===== config.mk =====
export PLATFORM = sky130hd
export DESIGN_NAME = instr_fetch_queue
export DESIGN_NICKNAME = d
export VERILOG_FILES = /design/src/rtl/instr_fetch_queue.sv
export SDC_FILE = /design/constraint.sdc
export NUM_CORES = 1
export LEC_CHECK = 0
export BUFFER_PORTS_ARGS = -buffer_cell sky130_fd_sc_hd__buf_2
export CAP_MARGIN = 40
export CELL_PAD_IN_SITES_DETAIL_PLACEMENT = 2
export CELL_PAD_IN_SITES_GLOBAL_PLACEMENT = 2
export CORE_UTILIZATION = 50
export CTS_CLUSTER_DIAMETER = 60
export CTS_CLUSTER_SIZE = 12
export DETAILED_ROUTE_END_ITERATION = 8
export MAX_ROUTING_LAYER = met4
export PLACE_DENSITY = 0.95
export SYNTH_ARGS = -nofsm -noshare
export SYNTH_HDL_FRONTEND = slang
export SYNTH_SLANG_ARGS = --single-unit

===== constraint.sdc =====
create_clock -name clk -period 16.3 [get_ports clk]
set_input_delay 0.815 -clock clk [delete_from_list [all_inputs] [get_ports clk]]
set_output_delay 0.815 -clock clk [all_outputs]
set_load 0.02 [all_outputs]

===== src/rtl/instr_fetch_queue.sv =====
// instr_fetch_queue: DEPTH-entry fetch queue feeding a two-wide issue stage.
// Optional `IFQ_BYPASS_EN forwards pushes straight to fetch_entry when the queue holds 0 or 1 entries.
module instr_fetch_queue #(
    parameter int DEPTH = 8,
    localparam int E_W = 66,
    localparam int ADDR_W = $clog2(DEPTH)
) (
    input  logic                 clk,
    input  logic                 rst,
    input  logic                 flush,
    input  logic [1:0]           push_valid,
    input  logic [2*E_W-1:0]     push_entry,
    output logic                 push_ready,
    output logic [2*E_W-1:0]     fetch_entry,
    input  logic [1:0]           fetch_ack,
    output logic [ADDR_W:0]      count,
    output logic                 empty
);
    // Entry layout {valid, vaddr[31:0], instr[31:0], iaddr_ex}; the valid bit is regenerated, not stored.
    logic [E_W-2:0]    r_mem [DEPTH];
    logic [ADDR_W-1:0] r_head, r_tail;
    logic [ADDR_W:0]   r_count;
    logic [E_W-2:0]    w_p0, w_p1, w_fe0, w_fe1;
    logic [1:0]        w_npush, w_ack, w_avail, w_npop;
    logic              w_fv0, w_fv1, w_unused;
    logic [ADDR_W-1:0] w_head1, w_tail1;

    assign w_unused   = push_entry[E_W-1] ^ push_entry[2*E_W-1];
    assign w_head1    = r_head + 1'b1;
    assign w_tail1    = r_tail + 1'b1;
    assign push_ready = r_count <= (ADDR_W+1)'(DEPTH-2);
    assign w_p0       = push_valid[0] ? push_entry[E_W-2:0] : push_entry[2*E_W-2:E_W];
    assign w_p1       = push_entry[2*E_W-2:E_W];
    assign w_npush    = (push_ready && !flush) ? {1'b0, push_valid[0]} + {1'b0, push_valid[1]} : 2'd0;
    assign w_ack      = (fetch_ack == 2'd3) ? 2'd2 : fetch_ack;

    always_comb begin
        w_fe0 = r_mem[r_head];
        w_fe1 = r_mem[w_head1];
        w_fv0 = r_count != '0;
        w_fv1 = r_count >= (ADDR_W+1)'(2);
`ifdef IFQ_BYPASS_EN
        if (!flush && w_npush != 2'd0) begin
            if (r_count == '0) begin
                w_fe0 = w_p0;
                w_fe1 = w_p1;
                w_fv0 = 1'b1;
                w_fv1 = w_npush == 2'd2;
            end else if (r_count == (ADDR_W+1)'(1)) begin
                w_fe1 = w_p0;
                w_fv1 = 1'b1;
            end
        end
`endif
    end

    assign w_avail     = {w_fv1, w_fv0 & ~w_fv1};
    assign w_npop      = flush ? 2'd0 : (w_ack > w_avail ? w_avail : w_ack);
    assign fetch_entry = {w_fv1, w_fe1, w_fv0, w_fe0};
    assign count       = r_count;
    assign empty       = r_count == '0;

    always_ff @(posedge clk or negedge rst) begin
        if (!rst) begin
            r_head  <= '0;
            r_tail  <= '0;
            r_count <= '0;
        end else if (flush) begin
            r_head  <= '0;
            r_tail  <= '0;
            r_count <= '0;
        end else begin
            r_head  <= r_head + ADDR_W'(w_npop);
            r_tail  <= r_tail + ADDR_W'(w_npush);
            r_count <= r_count + (ADDR_W+1)'(w_npush) - (ADDR_W+1)'(w_npop);
        end
    end

    // Bypassed-and-acked entries are still written; head skips past them, so they are never seen again.
    always_ff @(posedge clk) begin
        if (rst && w_npush != 2'd0) r_mem[r_tail] <= w_p0;
        if (rst && w_npush == 2'd2) r_mem[w_tail1] <= w_p1;
    end

    a_push_ready: assert property (@(posedge clk) disable iff (!rst || flush) (|push_valid) |-> push_ready);
    a_ack_range:  assert property (@(posedge clk) disable iff (!rst || flush) fetch_ack != 2'd3 && w_ack <= w_avail);
endmodule


==> results.sh, run 1 <==
export IMPL_grt_use_total_pct=35.9
export IMPL_seq_area_frac_synth_pct=48.7
export IMPL_grt_busiest_layer="met2"
export IMPL_crit_type="register to output port"
export IMPL_critPathMaxStageDelay_ns=0.87
export IMPL_synthArstFlopShare_pct=1.89
export IMPL_io_pins=277
export IMPL_drv_cap=0
export IMPL_holdWs_ns=0.114
export IMPL_period_share_pct=30.5
export IMPL_cts_buffers_inserted=53
export IMPL_vias=20018
export IMPL_syn_area_per_cell_um2=18.7
export IMPL_hold_class="input pin to asynchronous set/reset pin"
export IMPL_use_met2_pct=62.8
export IMPL_tightestPinTransition_ns=0.965
export IMPL_finalWeightedCongestion=0.735
export IMPL_post_cts_resized=0
export IMPL_slew_violations=0
export IMPL_fill_cells=5339
export IMPL_antenna_left=0
export IMPL_avgRoutedWirePerCell_um=40.0
export IMPL_clk_latency_ns=0.62
export IMPL_synthesis_area_um2=32600
export IMPL_critPathMostFrequentCell="buf_4"
export IMPL_path_clk_slew_ns=0.07
export IMPL_timing_fmax_ghz=0.201
export IMPL_start_util_pct=50.5
export IMPL_syn2layout_area_growth_pct=12.8
export IMPL_die_area_um2=66200
export IMPL_drt_pass1_iterations=5
export IMPL_ys_flop_type="edfxtp_1"
export IMPL_dieHeight_um=257
export IMPL_grt_max_degree=53
export IMPL_drive_gt1_share_pct=69.4
export IMPL_hold_viol=0
export IMPL_grt_pass1_wl_um=166000
export IMPL_stdcell_count=2884
export IMPL_hpwlAfterDp_um=68400
export IMPL_clock_path_buffers=3
export IMPL_port_buffers=274
export IMPL_cts_sinks=530
export IMPL_gr_total_overflow=0
export IMPL_globalRouteMet3Util_pct=4.66
export IMPL_use_met1_pct=41.4
export IMPL_grt_pass1_vias=22294
export IMPL_wl_um=115000
export IMPL_ys_warnings_count=0
export IMPL_antenna_found_initial=15
export IMPL_hold_buffers=0
export IMPL_finalSetupTns_ns=0
export IMPL_status="completed"
export IMPL_power_density_nw_per_um2=123
export IMPL_slew_headroom_pct=35.5
export IMPL_h_tree_depth=2
export IMPL_critPathMaxFanout=36
export IMPL_fin_crit_ns=4.97
export IMPL_placed_cells=2787
export IMPL_cts_tree="yes"
export IMPL_p_leak_uw=0.0134
export IMPL_fin_nets=2145
export IMPL_ys_seq_elements=530
export IMPL_ir_worst_vdd_mv=0.0863
export IMPL_vias_per_cell=6.94
export IMPL_die_w_um=257
export IMPL_cp_slowest_cell="dfrtp_4"
export IMPL_root_buffer="clkbuf_16"
export IMPL_cp_cell_sequence="buf_4, buf_4, mux4_2, mux2_2, buf_2"
export IMPL_rows=93
export IMPL_core_um2=64500
export IMPL_crit_arrival_ns=4.15
export IMPL_synth_fp_nets=1901
export IMPL_synthCells=1745
export IMPL_drc=0
export IMPL_synth_edf_count=520
export IMPL_worstPathRequired_ns=15.49
export IMPL_drt_iter0_drc=1962
export IMPL_cts_setup_buffers=0
export IMPL_clock_skew_ns=0.0310
export IMPL_end_kind="output port"
export IMPL_worst_setup_path_start_kind="register"
export IMPL_setup_viol_count_final=0
export IMPL_ys_types=35
export IMPL_rsz0062_at_grt="no"
-- placed cells by master (no fill, tap or decap), types with 15 or more instances in the layout --
cell	synthesis	final
mux2_4	312	312
buf_2	59	273
diode_2	0	16
edfxtp_1	520	520
mux4_2	260	260
buf_16	0	15
clkbuf_16	0	55
mux2_2	403	403
inv_1	15	15
buf_4	10	34
-- registers in the layout, summed over array words and instances, names as in the netlist --
signal  cells
r_tail      3
count       4
r_head      3
r_mem     520
-- cells by family after synthesis --
logic type                 count (synthesis)  share of synthesized area, %
buffers and inverters                    155                          2.89
AOI/OAI and AO/OA                         15                         0.280
muxes                                    975                          46.3
xor gates and xnor gates                   7                         0.234
adders and majority gates                 17                         0.745
and+or+nand+nor                           46                         0.895
DFF                                      530                          48.7
-- stage by stage --
stage / setup WS [ns] / util [%] / total power, uW / cell area, um^2
after global routing: 11.06 / 57.0 / 4650 / 36800
after floorplan: 10.63 / - / 2760 / 32600
after CTS: 11.13 / 56.9 / 4540 / 36700
final: 11.33 / 57.0 / 4530 / 36800
after global placement: 10.83 / 53.7 / 3160 / 34600
after detailed placement: 11.29 / 54.4 / 3290 / 35100
-- layout make-up --
type	count	area [um^2]	share of cell area, %
Sequential cell	530	15900	43.2
Tap cell	855	1070	2.91
Clock buffer	69	1460	3.97
Antenna cell	16	40.0	0.109
Multi-Input combinational cell	1060	16000	43.4
Inverter	15	56.3	0.153
Clock inverter	10	133	0.361
Timing Repair Buffer	329	2170	5.91
-- routing by layer --
metal	vias to the layer above	wire length (um)
li1	7758	-
met1	10943	42500
met2	1035	61800
met3	282	6480
met4	0	4500
met5	-	0
-- worst max-delay path: cells and delay by family, from the launching register on --
family	cells	cell delay [ns]
flops	1	0.87
mux	2	0.94
buf+inv	3	1.61
-- power breakdown --
group | switching [uW] | internal, uW | leakage [uW] | total [uW]
registers | 42.2 | 1540 | 0.00481 | 1590
logic | 928 | 788 | 0.00782 | 1720
clock network | 560 | 669 | 0.000783 | 1230
-- Yosys cell counts, types with 2 or more instances --
master,number,area share [%]
edfxtp_1,520,48
mux2_2,403,14
mux2_4,312,14
mux4_2,260,18
buf_2,59,0.91
buf_6,33,1.1
clkbuf_1,29,0.33
inv_1,15,0.17
ha_1,13,0.50
a21oi_1,11,0.17
buf_4,10,0.23
dfrtp_1,10,0.77
buf_1,9,0.10
nor2_1,9,0.10
nor2b_1,9,0.17
nand3_2,8,0.25
nand2_1,5,0.058
fa_1,4,0.25
nand3_1,4,0.061
nand2b_1,3,0.058
xnor2_1,3,0.081
nor3_2,2,0.061
xor2_1,2,0.054
-- path summary, 6_finish.rpt --
path / cells past startpoint / slack, ns / from / to
min reg2reg: 2 / 0.71 / count[0] / count[0]
max reg2reg: 9 / 12.02 / count[3] / r_mem[7][56]
max: 5 / 11.33 / r_head[1] / fetch_entry[29]
min in group clk: 2 / 0.61 / flush / r_head[0]
min: 1 / 0.11 / rst / r_tail[0]
max in group asynchronous: 1 / 15.86 / rst / r_head[0]
Note: power is estimated with default switching activity, not from simulation.
==> run 2: changes to the inputs <==
--- a/config.mk
+++ b/config.mk
@@ -5,16 +5,17 @@
 export SDC_FILE = /design/constraint.sdc
 export NUM_CORES = 1
 export LEC_CHECK = 0
+export ABC_AREA = 1
 export BUFFER_PORTS_ARGS = -buffer_cell sky130_fd_sc_hd__buf_2
 export CAP_MARGIN = 40
 export CELL_PAD_IN_SITES_DETAIL_PLACEMENT = 2
 export CELL_PAD_IN_SITES_GLOBAL_PLACEMENT = 2
-export CORE_UTILIZATION = 50
+export CORE_UTILIZATION = 36
 export CTS_CLUSTER_DIAMETER = 60
 export CTS_CLUSTER_SIZE = 12
 export DETAILED_ROUTE_END_ITERATION = 8
 export MAX_ROUTING_LAYER = met4
-export PLACE_DENSITY = 0.95
+export PLACE_DENSITY = 0.92
 export SYNTH_ARGS = -nofsm -noshare
 export SYNTH_HDL_FRONTEND = slang
 export SYNTH_SLANG_ARGS = --single-unit
==> constraint.sdc (replaced) <==
create_clock -name clk -period 5.13 [get_ports clk]
set_input_delay 0.2565 -clock clk [delete_from_list [all_inputs] [get_ports clk]]
set_output_delay 0.2565 -clock clk [all_outputs]
set_load 0.02 [all_outputs]
==> run 2 against run 1 <==
Cell count rose by 110%. First-iteration DRC count rose by 82%. Die area rose by 52%. Non-clock buffer count rose by 35. Critical path depth rose by 2. Clock-buffer cell count rose by 9. Hold slack got worse by 0.019 ns. Global-route usage fell by 1.8 points. Clock skew rose by 0.0016 ns.
==> results.sh, run 2 <==
export IMPL_hold_class="input pin to register"
export IMPL_setup_viol_count_final=0
export IMPL_ys_warnings_count=0
export IMPL_vias=37946
export IMPL_ys_flop_type="edfxtp_1"
export IMPL_synth_top_area_share_pct=43.6
export IMPL_worst_setup_path_start_kind="register"
export IMPL_drc=0
export IMPL_dp_slack_ns=1.47
export IMPL_largest_reg_flops=520
export IMPL_drv_cap=0
export IMPL_hpwlAfterDp_um=98700
export IMPL_power_total_uw=18500
export IMPL_tightestPinTransition_ns=1.32
export IMPL_core_um2=98600
export IMPL_die_w_um=318
export IMPL_grt_max_degree=237
export IMPL_final_seq_area_um2=15900
export IMPL_clk_latency_ns=0.64
export IMPL_ys_seq_elements=530
export IMPL_yosys_top_cells_count="nand2_1, nand4_1, edfxtp_1"
export IMPL_drt_pass1_iterations=6
export IMPL_grt_use_total_pct=34.0
export IMPL_rsz0062_at_grt="no"
export IMPL_hold_viol=0
export IMPL_antenna_found_initial=11
export IMPL_period_share_pct=84.1
export IMPL_postLayoutCellArea_um2=39800
export IMPL_worst_slack_ns=0.814
export IMPL_synth_area_leader_cell="edfxtp_1"
export IMPL_status="completed"
export IMPL_antenna_left=0
export IMPL_synthCells=4747
export IMPL_grt_pass1_vias=41686
export IMPL_p_leak_uw=0.0170
export IMPL_root_buffer="clkbuf_16"
export IMPL_clock_skew_ns=0.0327
export IMPL_multi_input_area_um2=16400
export IMPL_cts_sinks=530
export IMPL_finalWeightedCongestion=0.790
export IMPL_start_util_pct=36.4
export IMPL_synth_most_common_cell="nand2_1"
export IMPL_slew_violations=0
export IMPL_port_buffers=274
export IMPL_power_density_nw_per_um2=464
export IMPL_synthesis_area_um2=35900
export IMPL_r2r_slack_ns=1.35
export IMPL_avgRoutedWirePerCell_um=28.5
export IMPL_timing_fmax_ghz=0.232
export IMPL_final_common_cell="nand2_1"
export IMPL_fin_crit_ns=4.32
export IMPL_slew_headroom_pct=12.2
export IMPL_critPathMaxFanout=76
export IMPL_clock_path_buffers=3
export IMPL_finalSetupTns_ns=0
export IMPL_rr_startpoint="r_tail[0]"
export IMPL_grt_pass1_wl_um=257000
export IMPL_synth_area_leaders="edfxtp_1, nand2_1, nand4_1"
export IMPL_path_clk_slew_ns=0.07
export IMPL_final_cell_mix="nand2_1, nand4_1, edfxtp_1"
export IMPL_synth_edf_count=520
export IMPL_top_register="r_mem"
export IMPL_vias_per_cell=6.31
export IMPL_crit_type="register to output port"
export IMPL_die_area_um2=101000
export IMPL_syn_area_per_cell_um2=7.55
export IMPL_io_pins=277
export IMPL_fill_cells=11113
export IMPL_hold_start="push_entry[69]"
export IMPL_synth_fp_nets=4903
export IMPL_gr_total_overflow=0
export IMPL_cts_tree="yes"
export IMPL_cp_startpoint="r_head[0]"
export IMPL_synthArstFlopShare_pct=1.89
export IMPL_drt_iter0_drc=3570
export IMPL_ys_types=29
export IMPL_wl_um=172000
export IMPL_end_kind="output port"
export IMPL_seq_area_frac_synth_pct=44.3
export IMPL_dieHeight_um=318
export IMPL_rows=115
export IMPL_drive_gt1_share_pct=12.0
export IMPL_dpl_instance_area_um2=37600
export IMPL_fin_nets=4828
export IMPL_h_tree_depth=3
export IMPL_crit_arrival_ns=4.06
export IMPL_ir_worst_vdd_mv=0.379
export IMPL_syn2layout_area_growth_pct=11.0
export IMPL_worstPathRequired_ns=4.87
export IMPL_cts_buffers_inserted=67
[run 2: cell count changes in the layout (fill, tap and decap cells not counted), sizes merged, moves of 65 or more]
cell / delta
inv: +348
mux4: -260
nand2: +1508
a21oi: +318
o211ai: +65
nor2: +143
o21ai: +650
nand4: +520
mux2: -650
[run 2: logic make-up (layout without fill, tap and decap cells)]
kind of cell	Yosys count	after routing	share of synthesized area, %
adder cells (fa/ha/maj)	17	17	0.677
multiplexers	65	65	2.04
AO/OA/AOI/OAI	1047	1047	15.1
other	0	9	0
flip-flops	530	530	44.3
XOR/XNOR	3	3	0.0733
buffers and inverters	866	838	10.8
AND/OR/NAND/NOR	2219	2219	27.1
[run 2: where the power goes]
group | switching [uW] | internal (uW)
registers | 185 | 4920
logic | 6230 | 2190
clock network | 2150 | 2800
[run 2: through the flow]
stage / hold slack [ns] / util (%) / cells
2_1_floorplan: -0.0391 / - / 4747
3_3_place_gp: 0.221 / 37.9 / 5879
3_5_place_dp: 0.240 / 38.1 / 5888
4_1_cts: 0.0713 / 40.3 / 6006
5_1_grt: 0.0986 / 40.4 / 6015
6_report: 0.0940 / 40.4 / 6015
[run 2: what timing repair did]
item                      CTS  global route
gates resized for setup     0             0
buffers inserted            0             0
hold endpoints to repair   14             0
hold buffers                2             0
[run 2: worst paths after layout]
| kind | depth (start not counted) | to |
|---|---|---|
| max | 7 | fetch_entry[110] |
| min | 3 | r_mem[2][3] |
| max reg2reg | 11 | r_mem[2][0] |
| min reg2reg | 3 | count[0] |
| max in group asynchronous | 2 | r_head[2] |
| min in group asynchronous | 2 | r_head[0] |
[run 2: critical path: stages, from the launching register on]
cell and delay [ns]:
dfrtp_4 0.92, buf_4 0.73, buf_4 0.63, o21ai_0 0.18, nand2_1 0.10, inv_1 0.07, o21ai_1 0.45, buf_2 0.28
[run 2: area by class of cell]
type	instances	area share [%]
tap	1287	4.05
sequential	530	39.9
antenna	9	0.0566
timing repair buffer	364	5.95
clock buffer	78	4.45
multi-input combinational	3351	41.2
inverter	358	3.40
clock inverter	38	1.03
[run 2: per-layer routing]
metal  vias to the layer above  global-route usage [%]  part of all wire, %
li1                      16162                       -                    -
met1                     19367                    38.2                   38
met2                      1801                    57.6                   50
met3                       616                    5.43                  6.9
met4                         0                    19.5                  5.6
met5                         -                       -                    0
==> run 3: changes to the inputs <==
--- a/config.mk
+++ b/config.mk
@@ -5,17 +5,17 @@
 export SDC_FILE = /design/constraint.sdc
 export NUM_CORES = 1
 export LEC_CHECK = 0
-export ABC_AREA = 1
+export ABC_AREA = 0
 export BUFFER_PORTS_ARGS = -buffer_cell sky130_fd_sc_hd__buf_2
 export CAP_MARGIN = 40
 export CELL_PAD_IN_SITES_DETAIL_PLACEMENT = 2
 export CELL_PAD_IN_SITES_GLOBAL_PLACEMENT = 2
-export CORE_UTILIZATION = 36
+export CORE_UTILIZATION = 47
 export CTS_CLUSTER_DIAMETER = 60
 export CTS_CLUSTER_SIZE = 12
 export DETAILED_ROUTE_END_ITERATION = 8
 export MAX_ROUTING_LAYER = met4
-export PLACE_DENSITY = 0.92
+export PLACE_DENSITY = 0.93
 export SYNTH_ARGS = -nofsm -noshare
 export SYNTH_HDL_FRONTEND = slang
 export SYNTH_SLANG_ARGS = --single-unit
==> constraint.sdc (replaced) <==
create_clock -name clk -period 4.1 [get_ports clk]
set_input_delay 0.205 -clock clk [delete_from_list [all_inputs] [get_ports clk]]
set_output_delay 0.205 -clock clk [all_outputs]
set_load 0.02 [all_outputs]
==> run 3 against run 2 <==
Sequential power grew 23%. Combinational power shrank 20%. Critical path type unchanged. Largest cell class unchanged. Global-route usage shrank 2.1 points.
==> results.sh, run 3 (synthesized netlist as in run 1, its figures left out) <==
export IMPL_cts_buffers_inserted=53
export IMPL_port_buffers=274
export IMPL_die_w_um=265
export IMPL_rr_startpoint="count[3]"
export IMPL_largest_reg_flops=520
export IMPL_p_leak_uw=0.0133
export IMPL_grt_pass1_wl_um=158000
export IMPL_grt_use_total_pct=31.9
export IMPL_wl_um=109000
export IMPL_rows=96
export IMPL_critPathMaxFanout=46
export IMPL_worst_slack_ns=0.718
export IMPL_drt_iter0_drc=1726
export IMPL_core_um2=68600
export IMPL_clock_skew_ns=0.0345
export IMPL_cts_sinks=530
export IMPL_die_area_um2=70400
export IMPL_r2r_slack_ns=0.72
export IMPL_h_tree_depth=2
export IMPL_finalSetupTns_ns=0
export IMPL_clk_latency_ns=0.62
export IMPL_worstPathRequired_ns=3.89
export IMPL_drive_gt1_share_pct=69.2
export IMPL_worst_setup_path_start_kind="register"
export IMPL_dieHeight_um=265
export IMPL_final_cell_mix="edfxtp_1, mux2_2, mux2_4"
export IMPL_root_buffer="clkbuf_16"
export IMPL_antenna_found_initial=14
export IMPL_cts_setup_buffers=0
export IMPL_ir_worst_vdd_mv=0.523
export IMPL_vias=19391
export IMPL_top_register="r_mem"
export IMPL_path_clk_slew_ns=0.06
export IMPL_fin_crit_ns=3.38
export IMPL_antenna_left=0
export IMPL_placed_cells=2864
export IMPL_timing_fmax_ghz=0.296
export IMPL_hold_viol=0
export IMPL_finalWeightedCongestion=0.791
export IMPL_clock_path_buffers=3
export IMPL_ff2ff_path_depth=12
export IMPL_cp_startpoint="r_head[1]"
export IMPL_grt_busiest_layer="met2"
export IMPL_globalRouteMet3Util_pct=4.47
export IMPL_crit_end="fetch_entry[88]"
export IMPL_hold_class="input pin to register"
export IMPL_hpwlAfterDp_um=65700
export IMPL_final_common_cell="edfxtp_1"
export IMPL_multi_input_area_um2=16000
export IMPL_cts_tree="yes"
export IMPL_start_util_pct=47.5
export IMPL_syn2layout_area_growth_pct=12.5
export IMPL_crit_type="register to output port"
export IMPL_tightestPinTransition_ns=1.06
export IMPL_end_kind="output port"
export IMPL_r2r_end="count[3]"
export IMPL_final_seq_area_um2=15900
export IMPL_period_share_pct=82.5
export IMPL_power_density_nw_per_um2=481
export IMPL_rsz0062_at_grt="no"
export IMPL_fill_cells=5861
export IMPL_grt_max_degree=125
export IMPL_drt_pass1_iterations=7
export IMPL_crit_arrival_ns=3.18
export IMPL_avgRoutedWirePerCell_um=36.8
export IMPL_grt_pass1_vias=21853
export IMPL_slew_headroom_pct=29.1
export IMPL_setup_viol_count_final=0
export IMPL_slew_violations=0
export IMPL_io_pins=277
export IMPL_gr_total_overflow=0
export IMPL_status="completed"
export IMPL_holdWs_ns=0.0217
export IMPL_dp_slack_ns=0.743
export IMPL_stdcell_count=2957
export IMPL_drv_cap=0
export IMPL_vias_per_cell=6.56
export IMPL_drc=0
export IMPL_fin_nets=2150
export IMPL_use_met2_pct=55.8
export IMPL_use_met1_pct=38.0
run 3: power breakdown:
part / switching [uW] / internal [uW] / total [uW]
clock: 2130 / 2510 / 4630
sequential: 124 / 6140 / 6260
combinational: 3650 / 3070 / 6720
run 3: final cells by class:
| cell class | count | share of cell area [%] |
|---|---|---|
| well taps | 931 | 3.18 |
| repair buffers | 334 | 5.57 |
| clock inverters | 9 | 0.321 |
| inverters | 15 | 0.154 |
| clock buffers | 64 | 3.82 |
| flip-flops and latches | 530 | 43.3 |
| multi-input cells | 1060 | 43.5 |
| diodes | 14 | 0.0956 |
run 3: worst min-delay path by stage:
stage / start / endpoint / slack, ns / cells after the start
after floorplan: rst / count[0] / -0.09 / 0
after global placement: rst / count[2] / 0.14 / 1
after detailed placement: rst / count[2] / 0.15 / 1
after CTS: push_entry[67] / r_mem[1][1] / 0.0008 / 2
after global routing: push_entry[101] / r_mem[0][35] / 0.02 / 2
final: push_entry[88] / r_mem[1][22] / 0.02 / 2
run 3: per-stage QoR:
step,util (%),cell area (um^2),total power [uW]
floorplan,-,32700,11000
global placement,51.0,35000,12700
detailed placement,51.1,35000,13000
CTS,53.4,36600,17700
global route,53.4,36700,18200
finish,53.4,36700,17600
run 3: what timing repair did:
item,in CTS,in global routing
hold endpoints to repair,33,0
gates resized for setup,0,0
hold buffers,6,0
run 3: critical path, stage by stage (launching register included):
cell	delay (ns)
dfrtp_4	0.61
ha_4	0.34
buf_4	0.64
mux4_2	0.43
mux2_2	0.31
buf_2	0.19
run 3: metal layers:
metal | up-vias | share of wire, %
met4 | 0 | 2.9
li1 | 7733 | -
met2 | 808 | 53
met3 | 208 | 5.2
met1 | 10642 | 39
met5 | - | 0
